`config.mk`:
```
export PLATFORM = sky130hd
export DESIGN_NAME = ifetch_ctrl
export DESIGN_NICKNAME = d
export VERILOG_FILES = /design/src/rtl/ifetch_ctrl_pkg.sv /design/src/rtl/fetch_fifo.sv /design/src/rtl/ifetch_ctrl.sv
export SDC_FILE = /design/constraint.sdc
export NUM_CORES = 1
export LEC_CHECK = 0
export ABC_AREA = 1
export CAP_MARGIN = 40
export CORE_MARGIN = 4
export CORE_UTILIZATION = 44
export DETAILED_ROUTE_END_ITERATION = 7
export DONT_BUFFER_PORTS = 1
export PLACE_DENSITY = 0.65
export SYNTH_ARGS = -nofsm -noshare
export SYNTH_HDL_FRONTEND = slang
export SYNTH_HIERARCHICAL = 1
export SYNTH_SLANG_ARGS = --single-unit
```
`constraint.sdc`:
```
create_clock -name clk -period 7.5 [get_ports clk]
set_input_delay 0.75 -clock clk [delete_from_list [all_inputs] [get_ports clk]]
set_output_delay 0.75 -clock clk [all_outputs]
set_load 0.01 [all_outputs]
```
`src/rtl/ifetch_ctrl_pkg.sv`:
```
// rtl/ifetch_ctrl_pkg.sv - shared scpu fetch definitions: widths, reset PC, FIFO entry layout
package ifetch_ctrl_pkg;

    localparam int XLEN = 32;
    localparam logic [XLEN-1:0] DEFAULT_RESET_PC = 32'h0000_0000;
    localparam logic [XLEN-1:0] PC_STEP = 32'd4;

    typedef struct packed {
        logic [XLEN-1:0] pc;
        logic [XLEN-1:0] inst;
    } fetch_entry_t;

    // Wraps modulo 2^32 by construction.
    function automatic logic [XLEN-1:0] next_pc(input logic [XLEN-1:0] pc);
        return pc + PC_STEP;
    endfunction

endpackage

```
`src/rtl/fetch_fifo.sv`:
```
// rtl/fetch_fifo.sv - synchronous FIFO of {pc, inst} entries; flush wins over push
module fetch_fifo #(
    parameter int WIDTH = 64,
    parameter int DEPTH = 2,
    localparam int CW = $clog2(DEPTH + 1)
) (
    input  logic             clk,
    input  logic             rst,
    input  logic             push_i,
    input  logic [WIDTH-1:0] wdata_i,
    input  logic             pop_i,
    input  logic             flush_i,
    output logic [WIDTH-1:0] rdata_o,
    output logic [CW-1:0]    count_o
);

    localparam int PW = (DEPTH > 1) ? $clog2(DEPTH) : 1;
    localparam logic [PW-1:0] LAST_PTR = PW'(DEPTH - 1);
    localparam logic [CW-1:0] DEPTH_C = CW'(DEPTH);

    logic [WIDTH-1:0] mem_q [DEPTH];
    logic [PW-1:0]    rd_ptr_q, rd_ptr_d;
    logic [PW-1:0]    wr_ptr_q, wr_ptr_d;
    logic [CW-1:0]    count_q, count_d;
    logic             full, do_push, do_pop;

    function automatic logic [PW-1:0] wrap_inc(input logic [PW-1:0] p);
        return (p == LAST_PTR) ? '0 : p + PW'(1);
    endfunction

    assign full    = (count_q == DEPTH_C);
    assign do_pop  = pop_i & (count_q != '0);
    assign do_push = push_i & (~full | do_pop);

    always_comb begin
        rd_ptr_d = rd_ptr_q;
        wr_ptr_d = wr_ptr_q;
        count_d  = count_q;
        if (flush_i) begin
            rd_ptr_d = '0;
            wr_ptr_d = '0;
            count_d  = '0;
        end else begin
            if (do_pop)  rd_ptr_d = wrap_inc(rd_ptr_q);
            if (do_push) wr_ptr_d = wrap_inc(wr_ptr_q);
            if (do_push && !do_pop)      count_d = count_q + CW'(1);
            else if (do_pop && !do_push) count_d = count_q - CW'(1);
        end
    end

    always_ff @(posedge clk) begin
        if (rst) begin
            rd_ptr_q <= '0;
            wr_ptr_q <= '0;
            count_q  <= '0;
        end else begin
            rd_ptr_q <= rd_ptr_d;
            wr_ptr_q <= wr_ptr_d;
            count_q  <= count_d;
        end
    end

    // Storage is not reset; count gates validity.
    always_ff @(posedge clk) begin
        if (do_push && !flush_i && !rst) mem_q[wr_ptr_q] <= wdata_i;
    end

    assign rdata_o = mem_q[rd_ptr_q];
    assign count_o = count_q;

    overflow_a: assert property (@(posedge clk) disable iff (rst)
        !(push_i && !flush_i && !do_pop && full));

endmodule

```
`src/rtl/ifetch_ctrl.sv`:
```
// rtl/ifetch_ctrl.sv - scpu fetch sequencer: PC, 1-cycle imem issue, fetch FIFO, redirect squash; IFETCH_MISALIGN_CHK_EN adds misalign_err
module ifetch_ctrl
    import ifetch_ctrl_pkg::*;
#(
    parameter logic [XLEN-1:0] RESET_PC = DEFAULT_RESET_PC,
    parameter int              DEPTH    = 2
) (
    input  logic            clk,
    input  logic            rst,
    output logic            imem_req,
    output logic [XLEN-1:0] imem_addr,
    input  logic [XLEN-1:0] imem_rdata,
    input  logic            redirect_valid,
    input  logic [XLEN-1:0] redirect_pc,
    output logic            out_valid,
    input  logic            out_ready,
    output logic [XLEN-1:0] out_pc,
    output logic [XLEN-1:0] out_inst
`ifdef IFETCH_MISALIGN_CHK_EN
    ,
    output logic            misalign_err
`endif
);

    localparam int CW = $clog2(DEPTH + 1);
    localparam logic [CW:0] DEPTH_OCC = (CW + 1)'(DEPTH);

    logic [XLEN-1:0] pc_q, pc_d;
    logic [XLEN-1:0] rsp_pc_q, rsp_pc_d;
    logic            inflight_q, inflight_d;
    logic [CW-1:0]   fifo_count;
    logic [CW:0]     occupancy;
    logic            fire, issue, push, park;
    logic [XLEN-1:0] redir_target;
    fetch_entry_t    wr_entry, rd_entry;

    assign redir_target = {redirect_pc[XLEN-1:2], 2'b00};

`ifdef IFETCH_MISALIGN_CHK_EN
    logic park_q, park_d;

    // A misaligned redirect parks fetch until an aligned redirect arrives.
    assign park_d       = redirect_valid ? (redirect_pc[1:0] != 2'b00) : park_q;
    assign park         = park_q;
    assign misalign_err = park_q;

    always_ff @(posedge clk) begin
        if (rst) park_q <= 1'b0;
        else     park_q <= park_d;
    end
`else
    logic unused_redirect_lsb;

    assign unused_redirect_lsb = ^redirect_pc[1:0];
    assign park                = 1'b0;
`endif

    assign occupancy = {1'b0, fifo_count} + {{CW{1'b0}}, inflight_q};
    assign fire      = out_valid & out_ready;

    always_comb begin
        issue = 1'b0;
        if (!rst && !redirect_valid && !park) begin
            issue = (occupancy < DEPTH_OCC) || ((occupancy == DEPTH_OCC) && fire);
        end
    end

    // Redirect clears inflight, so the wrong-path response next cycle is never pushed.
    always_comb begin
        pc_d       = pc_q;
        rsp_pc_d   = rsp_pc_q;
        inflight_d = 1'b0;
        if (redirect_valid) begin
            pc_d = redir_target;
        end else if (issue) begin
            pc_d       = next_pc(pc_q);
            rsp_pc_d   = pc_q;
            inflight_d = 1'b1;
        end
    end

    always_ff @(posedge clk) begin
        if (rst) begin
            pc_q       <= RESET_PC;
            rsp_pc_q   <= '0;
            inflight_q <= 1'b0;
        end else begin
            pc_q       <= pc_d;
            rsp_pc_q   <= rsp_pc_d;
            inflight_q <= inflight_d;
        end
    end

    assign push     = inflight_q & ~redirect_valid;
    assign wr_entry = '{pc: rsp_pc_q, inst: imem_rdata};

    fetch_fifo #(
        .WIDTH ($bits(fetch_entry_t)),
        .DEPTH (DEPTH)
    ) u_fifo (
        .clk     (clk),
        .rst     (rst),
        .push_i  (push),
        .wdata_i (wr_entry),
        .pop_i   (fire),
        .flush_i (redirect_valid),
        .rdata_o (rd_entry),
        .count_o (fifo_count)
    );

    assign imem_req  = issue;
    assign imem_addr = pc_q;
    assign out_valid = (fifo_count != '0);
    assign out_pc    = out_valid ? rd_entry.pc : '0;
    assign out_inst  = out_valid ? rd_entry.inst : '0;

endmodule
```
; ---- Yosys cells after proc, flatten, opt, wreduce, memory -nomap -nowiden
; Memory sizes are Yosys's and may differ from the RTL's. A register that Yosys moved wholly into a read port is not among the register bits.
; Cells that the tools add are included.
[totals]
inputBits = 68
output_inout_bits = 98
ff_bits = 69
wordCells = 54
ram_bits = 128
memories = 1
[op_classes]
addsub = 6
mux = 14
eq_ne = 2
order_cmp = 1
bitwise_logic = 7
n_reduce_logical = 16
[memory_table]
columns = name, words, width, rd, rd_clocked_by_memory_dff, wr, line_no
row1 = u_fifo.mem_q, 2, 64, 1, 1, 1, fetch_fifo.sv:21  ; logic [WIDTH-1:0] mem_q [DEPTH];
[op_table]
columns = op, count
row1 = 32-bit 2-to-1 mux, 4
row2 = "32-bit by 3-bit adder with 32-bit output, second input constant", 1
row3 = 1-bit 2-to-1 mux, 8
row4 = 1-bit logical AND, 6
row5 = 2-bit nonzero test, 3
row6 = 1-bit bitwise AND, 4
row7 = 1-bit logical NOT, 4
row8 = 2-bit 2-to-1 mux, 2
row9 = 2-bit by 1-bit adder with 3-bit output, 1
row10 = "3-bit by 2-bit equality test with 1-bit output, second input constant", 1
row11 = "3-bit by 2-bit less-than comparator with 1-bit output, second input constant", 1
row12 = "1-bit adder, second input constant", 2
row13 = "2-bit by 1-bit adder with 2-bit output, second input constant", 1
row14 = "2-bit equality test, second input constant", 1
row15 = 1-bit inverter, 2
row16 = 2-bit AND reduction, 1
row17 = 2-bit OR reduction, 1
row18 = "2-bit by 1-bit subtractor with 2-bit output, second input constant", 1
row19 = 1-bit logical OR, 1
row20 = 1-bit OR, 1

; ---- Depth between registers and ports, before layout
; Gate-level depths: netlist (run 1).
[logic_depth]
word_depth = 9
mapped_depth = 14

; ---- Hierarchy
; The synthesis (run 1) kept the hierarchy.
[modules_own_cells]
columns = module, cells_per_inst, n_inst, area_per_inst_um2
row1 = fetch_fifo, 237, 1, 5167.5
row2 = ifetch_ctrl, 673, 1, 3922.5

; ---- Least setup slack after synthesis (run 1)
; Ideal clock, no wire load.
[synth_path]
kind = in2reg
start = in redirect_valid
end = mem u_fifo.mem_q[1][0] (enable)
setup_ns = 0.487
path_buffers = 1
path_slack_ns = 3.203
stages = 4
arrival_time_ns = 3.811
required_time_ns = 7.013
path_cell_list = clkbuf_1 > nor2_1 > nand2_1 > nor2_1
[synth_via]
elab_chain_cells = 7
[synth_lines]
columns = item, line_no
row1 = start: declaration, ifetch_ctrl.sv:13  ; input logic redirect_valid,
row2 = 1-bit inverter (no line), n/a
row3 = 1-bit bitwise AND, ifetch_ctrl.sv:94  ; assign push = inflight_q & ~redirect_valid;
row4 = net push, ifetch_ctrl.sv:33  ; logic fire, issue, push, park;
row5 = 1-bit bitwise AND, fetch_fifo.sv:33  ; assign do_push = push_i & (~full | do_pop);
row6 = 1-bit logical AND (2 in series), fetch_fifo.sv:65  ; if (do_push && !flush_i && !rst) mem_q[wr_ptr_q] <= wdata_i;
row7 = 1-bit 2-to-1 mux, fetch_fifo.sv:65
row8 = 1-bit 2-to-1 mux (implied by the code), fetch_fifo.sv:65
row9 = end: declaration, fetch_fifo.sv:21
; The timed path passes the listed nets, and every way through them passes these cells.

; ---- Worst setup path in the final report (run 1)
[layout_path]
start = reg u_fifo.count_q[1] (netlist: u_fifo/count_o[1])
end = out imem_req
[layout_via]
elab_chain_cells = 5
[layout_lines]
columns = item, line_no
row1 = start: declaration, fetch_fifo.sv:24  ; logic [CW-1:0] count_q, count_d;
row2 = start signal: assignment, fetch_fifo.sv:59  ; count_q <= count_d;
row3 = 2-bit nonzero test, ifetch_ctrl.sv:113  ; assign out_valid = (fifo_count != '0);
row4 = 1-bit bitwise AND, ifetch_ctrl.sv:59  ; assign fire = out_valid & out_ready;
row5 = net fire, ifetch_ctrl.sv:33
row6 = 1-bit logical AND, ifetch_ctrl.sv:64  ; issue = (occupancy < DEPTH_OCC) || ((occupancy == DEPTH_OCC) && fire);
row7 = 1-bit logical OR, ifetch_ctrl.sv:64
row8 = 1-bit 2-to-1 mux, ifetch_ctrl.sv:63  ; if (!rst && !redirect_valid && !park) begin
row9 = end: declaration, ifetch_ctrl.sv:10  ; output logic imem_req,
; The timed path passes the listed nets, and every way through them passes these cells.

==> results of run 1 <==
synth_stat cells (4+ instances only):
library cell,instances
a21oi_1,19
buf_1,5
buf_12,6
buf_2,9
clkbuf_1,14
dfxtp_1,66
edfxtp_1,128
ha_1,5
inv_1,133
inv_2,7
mux2_2,4
mux2_4,60
nand2_1,127
nand2_2,5
nand3_1,70
nand4_1,6
nor2_1,156
nor2_2,7
o21ai_0,37
o21ai_1,16
xor2_1,5
cell type report:
type	instances	area [um^2]
Clock buffer	22	464
Timing Repair Buffer	7	100
Multi-Input combinational cell	542	3160
Inverter	142	533
Clock inverter	10	149
Sequential cell	194	5170
Fill cell	1921	10400
Tap cell	270	338
metrics by stage:
stage	instances	hold WS, ns	setup WS (ns)
2_1_floorplan	915	0.426	3.20
3_3_place_gp	1152	0.434	4.23
3_5_place_dp	1155	0.440	4.24
4_1_cts	1187	0.376	3.81
5_1_grt	1187	0.384	3.61
6_report	1187	0.398	3.92
logic make-up after synthesis:
logic type	after synthesis	share of synthesized area [%]
compound gates	73	4.05
xor+xnor	6	0.578
fa+ha+maj	5	0.688
buf+inv	179	8.75
flops	194	56.8
mux	65	10.5
other cells	1	0.0413
simple gates	387	18.6
per-layer routing:
metal	up-vias	global-route usage (%)	wire length (um)
met5	-	0	0
met4	0	4.72	213
li1	2931	-	-
met3	16	5.62	1740
met1	2664	21.9	8650
met2	189	25.1	8120
registers in the layout, indices dropped and copies added, names as in the netlist, named ones only:
signal,count
u_fifo/count_o,2
rsp_pc_q,30
u_fifo/rd_ptr_q,1
imem_addr,30
u_fifo/mem_q,128
inflight_q,1
u_fifo/wr_ptr_q,1
power breakdown:
group          leakage (nW)  switching (mW)  internal (mW)
Sequential             1.72          0.0381           1.16
Clock                 0.300           0.384          0.548
Combinational          2.05          0.0721         0.0342
Total                  4.08           0.494           1.74
path summary, 6_finish.rpt:
kind / end / cells past startpoint / startpoint
max: imem_req / 7 / u_fifo/count_o[1]
min: imem_addr[12] / 1 / rst
max reg2reg: imem_addr[6] / 9 / u_fifo/count_o[1]
min reg2reg: u_fifo/mem_q[0][50] / 0 / rsp_pc_q[18]
worst max-delay path, cell delays in order, from the launching register on:
cell and delay [ns]:
dfxtp_1 0.38, nor2_4 0.12, buf_4 0.53, nor2_2 0.10, nand2_1 0.11, nand2_2 0.08, nand2_2 0.62, inv_2 0.44
==> results.toml, run 1 <==
[synthesis]
syn_inst = 910
synth-edff-count = 128
synth.ff_latch_count = 194
yosys.area.top_type_share_pct = 42.3
seq_area_frac_synth_pct = 56.8
ys.flop_type = "edfxtp_1"
avgSynthCellArea_um2 = 9.99
synth_area_leaders = "edfxtp_1, dfxtp_1, mux2_4"
yosysUniqueCellTypes = 38
syn_area_mm2 = 0.00909
ys.warnings.count = 6
synth_top_cell_by_area = "edfxtp_1"
ys_async_sr_fraction_pct = 0

[drt]
via_per_inst = 4.89
ant_nets = 0
drtIter0Drc = 335
drc = 0
vias = 5800
route.final.wire_length_um = 18700
post_drt_wl_per_cell_um = 15.8
drt_first_pass_iters = 7

[layout]
final_common_cell = "nor2_1"
drive_above_1_share_pct = 14.3
final_cell_area_mm2 = 0.00991
n_antenna_cell = 0
syn2layout_area_growth_pct = 9.06
layout.nets = 977
finalCoreUtilization_pct = 48.8
most-common-layout-cells = "nor2_1, inv_1, edfxtp_1, nand2_1, nand3_1"

[floorplan]
ios = 166
die_width_um = 152
rows = 52
initial_utilization_pct = 44.8
die_h_um = 152
core_mm2 = 0.0203
dieArea_mm2 = 0.0230

[clock_tree]
cts_buffer_depth = 2
tritoncts = "done"
cts_resized = 0
ctsHoldBuffers = 0
insertion_delay_ns = 0.42
post-cts-setup-buffers = 0
cts_made_buffers = 17
htree_num_levels = 4
cts_root_buffer = "clkbuf_16"
clkTransAtPathRegs_ns = 0.07
cts.sinks = 194

[global_route]
grt_pass1_wl_um = 28800
grt_pass1_vias = 5359
grtUsageTotal_pct = 16.3
grt_max_degree = 67
overflow = 0
antenna_found_initial = 0

[placed_design]
placed_cell_area_mm2 = 0.00930
globalplace.congestion = 0.925
dp_hpwl_um = 13000
place.port_buffers = 0

[worst_setup_path]
worst-endpoint-arrival_ns = 2.83
startpoint_type = "flip-flop"
worstSetupPathType = "flip-flop to output pin"
crit_fanout = 66
endpoint_kind = "output pin"
reg2reg_slack_ns = 4.31
critPathRequiredTime_ns = 6.75

[power_and_ir_drop]
p_leak_nw = 4.08
power_density_mw_per_mm2 = 226
vdd_ir_drop_max_uv = 164
finalPower_mw = 2.24

[timing]
totalNegativeSetupSlack_ns = 0
rsz0062_at_grt = "no"
slew_headroom_pct = 40.9
clock_skew_ns = 0.00644
max_freq_mhz = 280
setup_viol = 0
timing.final.max_slew_violations = 0
fin_crit_ns = 3.58
finalHoldViolCount = 0
tightest_slew_ns = 0.886
final.period_utilization_pct = 47.7

[worst_hold_path]
hp-class = "input port to flip-flop"

[outcome]
status = "complete, no violations"

[flow_run]
max_cap_viol_count = 0
Note: power is estimated with default switching activity, not from simulation.
==> run 2, diff against run 1 <==
ABC_AREA = 0   (was 1)
clock period = 3.5 ns   (was 7.5 ns; I/O delays follow)
==> results.toml, run 2 <==
[outcome]
status = "complete, no violations"

[timing]
timing.final.max_slew_violations = 0
finalHoldViolCount = 0
rsz0062_at_grt = "no"
setup_viol = 0
slew_headroom_pct = 47.7
totalNegativeSetupSlack_ns = 0
final.period_utilization_pct = 77.9
tightest_slew_ns = 0.784
clock_skew_ns = 0.0185
max_freq_mhz = 367
fin_crit_ns = 2.73
setup_ws_ns = 0.773

[synthesis]
avgSynthCellArea_um2 = 12.7
yosysUniqueCellTypes = 49
ys_async_sr_fraction_pct = 0
syn_area_mm2 = 0.00821
synth.ff_latch_count = 194
synth_commonest_cells = "edfxtp_1, nand2_1, and2_1, dfxtp_1, mux2_2"
synth_top_cell_by_area = "edfxtp_1"
ys.flop_type = "edfxtp_1"
yosysMostFrequentCell = "edfxtp_1"
ys.warnings.count = 6
synth_area_leaders = "edfxtp_1, dfxtp_1, mux2_2"
syn_inst = 648
yosys.area.top_type_share_pct = 46.8
synth-edff-count = 128
seq_area_frac_synth_pct = 62.9

[layout]
largest_register_ffs = 128
layout.nets = 755
final_common_cell = "edfxtp_1"
top_register = "u_fifo/mem_q"
finalNonFillerCells = 924
final_cell_area_mm2 = 0.00940
syn2layout_area_growth_pct = 14.6
drive_above_1_share_pct = 18.7
most-common-layout-cells = "edfxtp_1, nand2_1, and2_1, dfxtp_1, mux2_2"
n_antenna_cell = 0

[clock_tree]
cts_root_buffer = "clkbuf_16"
clkTransAtPathRegs_ns = 0.07
htree_num_levels = 4
cts.sinks = 194
cts_buffer_depth = 2
insertion_delay_ns = 0.43
tritoncts = "done"
cts_made_buffers = 17

[power_and_ir_drop]
vdd_ir_drop_max_uv = 348
power.internal_mw = 3.65
p_sw_share_pct = 22.1
power_switching_mw = 1.03
finalPower_mw = 4.68
power_density_mw_per_mm2 = 498
p_leak_nw = 3.03
power_frac_clock_pct = 40.4
p_comb_share_pct = 4.8
seqPwrFrac_pct = 54.8

[drt]
vias = 4994
via_per_inst = 5.40
drc = 0
drtIter0Drc = 313
ant_nets = 0
drt_first_pass_iters = 4
route.final.wire_length_um = 17600
post_drt_wl_per_cell_um = 19.0

[global_route]
grt_max_degree = 58
overflow = 0
grtUsageTotal_pct = 16.7
antenna_found_initial = 0
grt_pass1_wl_um = 27100
grt_pass1_vias = 5074

[floorplan]
die_h_um = 145
ios = 166
core_mm2 = 0.0181
dieArea_mm2 = 0.0209
initial_utilization_pct = 45.2
die_width_um = 145
rows = 49

[worst_hold_path]
min_from = "redirect_pc[28]"
hp-class = "input port to flip-flop"
hold-path-cell-count = 2
hold_end = "imem_addr[28]"

[worst_setup_path]
reg2reg_slack_ns = 0.86
reg2reg_depth = 6
worst-endpoint-arrival_ns = 2.38
cp_slowest_cell = "a41o_1"
path_common_cell = "ha_1"
critPathRequiredTime_ns = 3.15
path_cells = "ha_1 -> inv_1 -> ha_1 -> a41o_1 -> nand2_1 -> nor2_1"
worstSetupPathType = "flip-flop to output pin"
endpoint_kind = "output pin"
r2r-start = "u_fifo/count_o[1]"
startpoint_type = "flip-flop"
max_stage_delay_ns = 0.53
r2r_end = "u_fifo/mem_q[0][38]"
crit_fanout = 11

[flow_run]
max_cap_viol_count = 0

[placed_design]
globalplace.congestion = 0.801
placed_cell_area_mm2 = 0.00843
place.port_buffers = 0
placed_cells = 855
dp_worst_setup_slack_ns = 0.819
dp_hpwl_um = 11500
[run 2: changes by cell type after synthesis, moves of 18 or more]
cell	previous run	this run
inv_1	133	4
nor2_1	156	30
and2_1	1	68
nand3_1	70	4
mux2_2	4	65
mux2_4	60	0
nand2_1	127	79
o21ai_0	37	9
a211oi_1	0	18
[run 2: cell families after synthesis]
logic type | share of synthesized area [%]
compound gates | 5.87
xor+xnor | 2.99
fa+ha+maj | 0.762
buf+inv | 2.77
flops | 62.9
mux | 8.92
other cells | 0.0457
simple gates | 15.7
[run 2: power by group through the flow]
stage | logic [mW] | registers [mW] | clock network [mW]
2_1_floorplan | 0.153 | 2.59 | 0
3_3_place_gp | 0.167 | 2.61 | 0
3_5_place_dp | 0.174 | 2.62 | 0
4_1_cts | 0.222 | 2.57 | 1.93
5_1_grt | 0.250 | 2.57 | 2.03
6_report | 0.226 | 2.57 | 1.89
[run 2: how the worst max path moves through the flow]
stage,startpoint,end,slack [ns],depth (start not counted)
after detailed placement,u_fifo/count_o[1],u_fifo/mem_q[0][25],0.82,6
after floorplan,u_fifo/count_o[0],u_fifo/mem_q[1][0],0.23,7
after CTS,u_fifo/count_o[0],imem_req,0.73,6
final,u_fifo/count_o[0],imem_req,0.77,6
after global placement,u_fifo/count_o[0],u_fifo/mem_q[0][23],0.92,6
after global routing,u_fifo/count_o[0],imem_req,0.61,6
[run 2: critical path: cells and delay by family, from the launching register on]
kind / cells / cell delay [ns]
adder cells (fa/ha/maj): 2 / 0.54
buffers and inverters: 1 / 0.05
AND/OR/NAND/NOR: 2 / 0.41
flip-flops: 1 / 0.43
AO/OA/AOI/OAI: 1 / 0.53
[run 2: routing by layer]
layer | vias to the layer above | wire [um] | track usage [%]
met5 | - | 0 | 0
met4 | 0 | 89 | 5.69
met2 | 163 | 8110 | 26.2
met3 | 6 | 1570 | 5.85
met1 | 2437 | 7790 | 21.7
li1 | 2388 | - | -
[run 2: final cells by class]
type	instances	area, um^2
Fill cell	1503	8740
Sequential cell	194	5170
Timing Repair Buffer	49	510
Clock buffer	23	522
Tap cell	229	287
Clock inverter	9	65.1
Multi-Input combinational cell	416	2840
Inverter	4	15.0
[run 2: through the flow]
| step | util, % | hold slack [ns] |
|---|---|---|
| 6_report | 51.8 | 0.0333 |
| 5_1_grt | 51.8 | 0.0227 |
| 4_1_cts | 51.5 | 0.000521 |
| 3_5_place_dp | 46.4 | 0.427 |
| 3_3_place_gp | 46.4 | 0.425 |
| 2_1_floorplan | - | 0.425 |
[run 2: what timing repair did]
item	4_1_cts	5_1_grt
setup endpoints to repair	0	0
hold endpoints to repair	112	9
gates resized for setup	0	0
setup buffers	0	0
hold buffers	31	6
